## src/rtl/pipelined_loop_controller.sv

```systemverilog
// pipelined_loop_controller
//   Sequences one pipelined loop. A start pulse latches the trip count N and
//   launches N iterations, one every II clocks. The controller then waits DEPTH
//   clocks for the last iteration to leave the loop body and pulses done.
//   The loop-nest sequencer drives start/trip_count and receives done. The loop
//   body datapath receives issue/iter_idx.
//
//   Handshake: start is taken on any clock edge where ready=1, which means the
//   state is IDLE. A start while busy is dropped: it is neither latched nor
//   queued. ready is high in the done cycle, so loops can run back to back.
//
//   Optional feature macro: LOOP_STALL_EN adds a stall input. While stall is
//   high in ISSUE or DRAIN, every counter, iter_idx and the state hold, and
//   issue stays 0. Each stalled clock defers the next issue or done by one clock.
//   Stall has no effect in IDLE.
//
//   Outputs are registers, or decodes of the state register. No input reaches
//   an output combinationally.
module pipelined_loop_controller #(
    parameter int II    = 1,
    parameter int DEPTH = 3,
    parameter int W     = 32
) (
    input  logic         clk,
    input  logic         rst,
    input  logic         start,
    input  logic [W-1:0] trip_count,
`ifdef LOOP_STALL_EN
    input  logic         stall,
`endif
    output logic         ready,
    output logic         busy,
    output logic         issue,
    output logic [W-1:0] iter_idx,
    output logic         done,
    output logic [1:0]   dbg_state
);

    localparam int IIW = $clog2(II + 1);
    localparam int DW  = $clog2(DEPTH + 1);

    typedef enum logic [1:0] {
        S_IDLE  = 2'd0,
        S_ISSUE = 2'd1,
        S_DRAIN = 2'd2
    } state_t;

    state_t         state;
    logic [W-1:0]   n_lat;
    logic [IIW-1:0] ii_cnt;
    logic [DW-1:0]  dr_cnt;
    logic           hold;

`ifdef LOOP_STALL_EN
    assign hold = stall;
`else
    assign hold = 1'b0;
`endif

    // Sequencing FSM: latches N, paces issues by II, counts the drain, pulses done
    always_ff @(posedge clk or posedge rst) begin
        if (rst) begin
            state    <= S_IDLE;
            n_lat    <= '0;
            iter_idx <= '0;
            ii_cnt   <= '0;
            dr_cnt   <= '0;
            issue    <= 1'b0;
            done     <= 1'b0;
        end else begin
            issue <= 1'b0;
            done  <= 1'b0;
            case (state)
                S_IDLE: begin
                    if (start) begin
                        n_lat <= trip_count;
                        if (trip_count == '0) begin
                            // An empty loop completes on the next cycle with no issue.
                            done <= 1'b1;
                        end else begin
                            issue    <= 1'b1;
                            iter_idx <= '0;
                            ii_cnt   <= '0;
                            dr_cnt   <= '0;
                            // A one-iteration loop issues its last iteration right away.
                            state    <= (trip_count == W'(1)) ? S_DRAIN : S_ISSUE;
                        end
                    end
                end
                S_ISSUE: begin
                    if (!hold) begin
                        if (ii_cnt == IIW'(II - 1)) begin
                            issue    <= 1'b1;
                            iter_idx <= iter_idx + W'(1);
                            ii_cnt   <= '0;
                            // n_lat is at least 2 here, so n_lat-1 cannot wrap.
                            if (iter_idx + W'(1) == n_lat - W'(1)) begin
                                state  <= S_DRAIN;
                                dr_cnt <= '0;
                            end
                        end else begin
                            ii_cnt <= ii_cnt + IIW'(1);
                        end
                    end
                end
                S_DRAIN: begin
                    if (!hold) begin
                        if (dr_cnt == DW'(DEPTH - 1)) begin
                            done   <= 1'b1;
                            dr_cnt <= '0;
                            state  <= S_IDLE;
                        end else begin
                            dr_cnt <= dr_cnt + DW'(1);
                        end
                    end
                end
                default: state <= S_IDLE;
            endcase
        end
    end

    // Status flags decoded from the state register only
    always_comb begin
        ready     = (state == S_IDLE);
        busy      = (state != S_IDLE);
        dbg_state = state;
    end

endmodule

```

## config.mk

```make
export PLATFORM = sky130hd
export DESIGN_NAME = pipelined_loop_controller
export DESIGN_NICKNAME = d
export VERILOG_FILES = /design/src/rtl/pipelined_loop_controller.sv
export SDC_FILE = /design/constraint.sdc
export NUM_CORES = 1
export LEC_CHECK = 0
export CELL_PAD_IN_SITES_DETAIL_PLACEMENT = 0
export CELL_PAD_IN_SITES_GLOBAL_PLACEMENT = 1
export CORE_UTILIZATION = 42
export CTS_CLUSTER_DIAMETER = 200
export CTS_CLUSTER_SIZE = 8
export DETAILED_ROUTE_END_ITERATION = 8
export PLACE_DENSITY = 0.86
export SYNTH_ARGS = -nofsm -noshare
export SYNTH_HDL_FRONTEND = slang
export SYNTH_SLANG_ARGS = --single-unit
```

## constraint.sdc

```tcl
create_clock -name clk -period 3.85 [get_ports clk]
set_clock_uncertainty 0.15 [all_clocks]
set_input_delay 0.9625 -clock clk [delete_from_list [all_inputs] [get_ports clk]]
set_output_delay 0.9625 -clock clk [all_outputs]
set_load 0.05 [all_outputs]
```

Word level (Yosys, flattened, before mapping). Cells that the tools add are included.

Register bits after elaboration: 71. Bits in writable memories: 0. Word-level logic and storage cells: 60. Memories kept: 0. Memory bits (read-only): 0. Input port bits: 35. Bits in latches: 0.

Shift operators: 0. Multipliers: 0. Equality and inequality tests: 10. $lt $le $gt $ge: 0. Muxes and demuxes: 29. Div/mod/pow operators: 0. Reduce and logical (&&, ||, !) cells: 10. Add/sub/neg operators: 4. Bitwise operators: 0.

Operators with widths (count): $mux W32 (3); $pmux W32 S2 (1); $add A32 B1 Y32 const B (1); $eq A32 B1 Y1 const B (1); $eq A32 B32 Y1 (1); $logic_not A32 Y1 (1); $sub A32 B1 Y32 const B (1); $mux W2 (11); $pmux W2 S3 (2); $ne A2 B2 Y1 const B (5); $reduce_and A5 Y1 (2); $mux W1 (9); $pmux W1 S2 (3); $eq A2 B2 Y1 const B (2); $reduce_and A4 Y1 (1); $reduce_bool A2 Y1 (2); $reduce_and A3 Y1 (1); $reduce_bool A3 Y1 (1); $add A2 B1 Y2 const B (1); $eq A2 B1 Y1 const B (1); $logic_not A2 Y1 (1); $reduce_and A2 Y1 (1); $add A1 B1 Y1 const B (1).

Logic depth before layout (Yosys ltp).
Depth after elaboration: 5. Mapped depth: 10.

Worst setup path before layout. No wires, ideal clock.

Path type: register to register. From: register n_lat[13]. To: register dr_cnt[1]. Cell stages (with the launch flop): 10. Clock period less this slack: 3431 ps. Arrival time: 3149 ps. Required time: 3568 ps. Buffers on the path: 1. Path slack: 419 ps. Library setup time: 132 ps. Path through: dfrtp_1 > or4_1 > buf_2 > or4_4 > nor4_4 > xnor2_1 > or4_1 > a2111o_1 > nor4_2 > o21ai_1.

Word-level cells in the longest chain between the ends: 4.

RTL lines: start: declaration (RTL line 49) `logic [W-1:0] n_lat;`; start signal: assignment (RTL line 76) `n_lat <= trip_count;`; $sub A32 B1 Y32 (RTL line 97) `if (iter_idx + W'(1) == n_lat - W'(1)) begin`; $eq A32 B32 Y1 (RTL line 97); $ne A2 B2 Y1 (no line); $reduce_and A5 Y1 (no line); end signal: assignment (RTL line 113) `dr_cnt <= dr_cnt + DW'(1);`; end: declaration (RTL line 51) `logic [DW-1:0] dr_cnt;`.

No other way between the ends. A chain may end at the register's enable or synchronous reset.

Worst setup path after layout. Ends and elaborated chain as after synthesis.

==> results.toml <==
[layout]
final_util_pct = 55.0
nets = 634
layout_commonest_cell = "clkdlybuf4s50_1"
multiInputGateArea_um2 = 2870
fill_cells = 1024
layout_common_cells = "clkdlybuf4s50_1, dfrtp_1, xnor2_1"
area_growth_pct = 26.2
regArea_um2 = 1750
drive_gt1_share_pct = 13.5
diodes = 0

[die]
die_x_um = 109
core_um2 = 10900
rows = 38
ios = 73
initial_core_util_pct = 43.6
dieHeight_um = 109
die_area_um2 = 11800

[global_routing]
grt_max_degree = 45
grt_antenna_before_repair = 0
grt_use_total_pct = 24.5
grt_pass1_wl_um = 22100
first_global_vias = 4260
grt_overflow = 0

[pwr]
p_int_w = 0.00200
ir_drop_v = 0.000285
power_frac_seq_pct = 37.9
pwr-share-comb_pct = 36.0
swShare_pct = 37.6
powerDensity_nw_per_um2 = 533
p_leak_nw = 2.15
switchingPower_w = 0.00121
clock_power_share_pct = 26.1

[clocking]
cts-buffers-inserted = 9
cts_tree = "yes"
ctsHoldBuffers = 0
cts_root_buffer = "clkbuf_16"
h-tree-depth = 3
clkSinkCount = 70
cts_buffer_depth = 2
insertion_delay_ps = 330
post_cts_buffers = 0
ctsResizeCount = 0
clk_pin_slew_worst_paths_ps = 60

[worst_setup_path]
crit_slowest_cell = "or4_1"
path_cells = "or4_1 > or4_4 > nor4_4 > xnor2_1 > or4_1 > a2111o_1 > nor4_2 > o21ai_1"
crit_required_ps = 3910
r2r_slack_ps = 210
slowest_delay_ps = 580
worst-setup-path-type = "register to register"
end_kind = "register"
critPathLaunchType = "register"
crit_arrival_ps = 3690
timing.critical_path.mode_cell = "or4_1"
r2r_end = "dr_cnt[1]"
crit_fanout = 6
reg2reg_from = "n_lat[13]"
r2r_cells = 8

[timing]
layout_setup_ws_ps = 215
period_share_pct = 94.4
rsz0062_at_grt = "no"
slew_headroom_pct = 34.8
finalSetupTns_ps = 0
fin_crit_ps = 3640
setup_viol = 0
slew_viol_final = 0
finalHoldViolCount = 0
fmax_ghz = 0.275
tightest_slew_ps = 978

[route]
ant_nets = 0
drc = 0
routedWlPerCell_um = 18.2
vias = 4484
drt-pass1-iter-count = 5
drt_iter0_markers = 296
vias_per_cell = 6.04
routed_wl_um = 13500

[flow_run]
maxCapViolations = 0

[placement]
dp_slack_ps = 229
io_buffer_count = 72
post-dp-hpwl_um = 10100
gp_congestion = 0.866

[synth]
yosysUniqueCellTypes = 54
async_flop_share_pct = 100
synth_nets = 559
ys_seq_elements = 70
syn_area_um2 = 4770
synth_cells = 522
synth-main-ff-cell = "dfrtp_1"
synth_edf_count = 0
ys.warnings.count = 0
synth-seq-area-share_pct = 36.8
avgSynthCellArea_um2 = 9.13

[status]
outcome = "finished, final reports clean"

[worst_hold_path]
hp-class = "register to register"
min_to = "n_lat[31]"
hold_depth = 1
hold_start = "n_lat[31]"
[power by group through the flow]
stage	clock (W)	combinational, W	sequential, W
6_report	0.000838	0.00116	0.00121
5_1_grt	0.000877	0.00126	0.00125
4_1_cts	0.000846	0.00116	0.00121
3_5_place_dp	0	0.00115	0.00122
3_3_place_gp	0	0.00113	0.00121
2_1_floorplan	0	0.000810	0.00121
[worst max-delay path, delay by kind of cell, from the launching register on]
family	cells	cell delay [ps]
AOI/OAI and AO/OA	2	590
and+or+nand+nor	5	2200
DFF	1	450
xor gates and xnor gates	1	120
[synth_stat cells, types with 8 or more instances]
cell / count / area (um2)
a21oi_1: 14 / 70.1
and4_1: 8 / 70.1
clkbuf_1: 26 / 97.6
dfrtp_1: 70 / 1750
inv_1: 10 / 37.5
mux2_2: 29 / 327
nand2_1: 34 / 128
nand3_1: 24 / 120
nand4_1: 20 / 125
nor2_1: 32 / 120
nor3_1: 25 / 125
nor4_1: 19 / 119
o21ai_0: 47 / 235
o31ai_1: 12 / 90.1
or4_1: 9 / 67.6
xnor2_1: 54 / 473
xor2_1: 15 / 131
[flip-flops by register name, summed over array words and instances, names as in the netlist]
signal	flops
dbg_state	2
dr_cnt	2
iter_idx	32
n_lat	32
issue	1
done	1
[layer usage]
metal | up-vias | track usage, % | share of wire (%)
li1 | 2095 | - | -
met1 | 2191 | 34.7 | 46
met2 | 175 | 37.6 | 46
met3 | 23 | 2.95 | 6.1
met4 | 0 | 10.6 | 2.4
met5 | - | 0 | 0
[final cells by class]
cell class              count  area share [%]
repair buffers             91            14.6
clock inverters             6            1.02
inverters                  10           0.624
multi-input cells         415            47.8
well taps                 140            2.91
clock buffers              10            3.97
flip-flops and latches     70            29.1
[metrics by stage]
stage | hold slack, ps | cells | area (um2) | power [W]
floorplan | 351 | 522 | 4770 | 0.00202
global placement | 390 | 726 | 5710 | 0.00234
detailed placement | 407 | 726 | 5710 | 0.00237
CTS | 420 | 742 | 6010 | 0.00321
global route | 436 | 742 | 6010 | 0.00338
finish | 417 | 742 | 6010 | 0.00321
[cell families after synthesis]
kind of cell               count (synthesis)  synth area share (%)
adders and majority gates                  2                 0.525
and+or+nand+nor                          207                  24.6
DFF                                       70                  36.8
xor gates and xnor gates                  74                  15.1
AOI/OAI and AO/OA                        103                  13.3
buffers and inverters                     37                  2.94
muxes                                     29                  6.85
[worst max-delay path by stage]
stage,cells past startpoint,endpoint,start,slack [ps]
after floorplan,9,dr_cnt[1],n_lat[13],420
after CTS,8,dr_cnt[0],n_lat[13],240
after global placement,8,dr_cnt[1],n_lat[13],270
after detailed placement,8,dr_cnt[1],n_lat[13],230
final,8,dr_cnt[1],n_lat[13],210
after global routing,8,dr_cnt[1],n_lat[13],80
(Power assumes the default switching activity.)
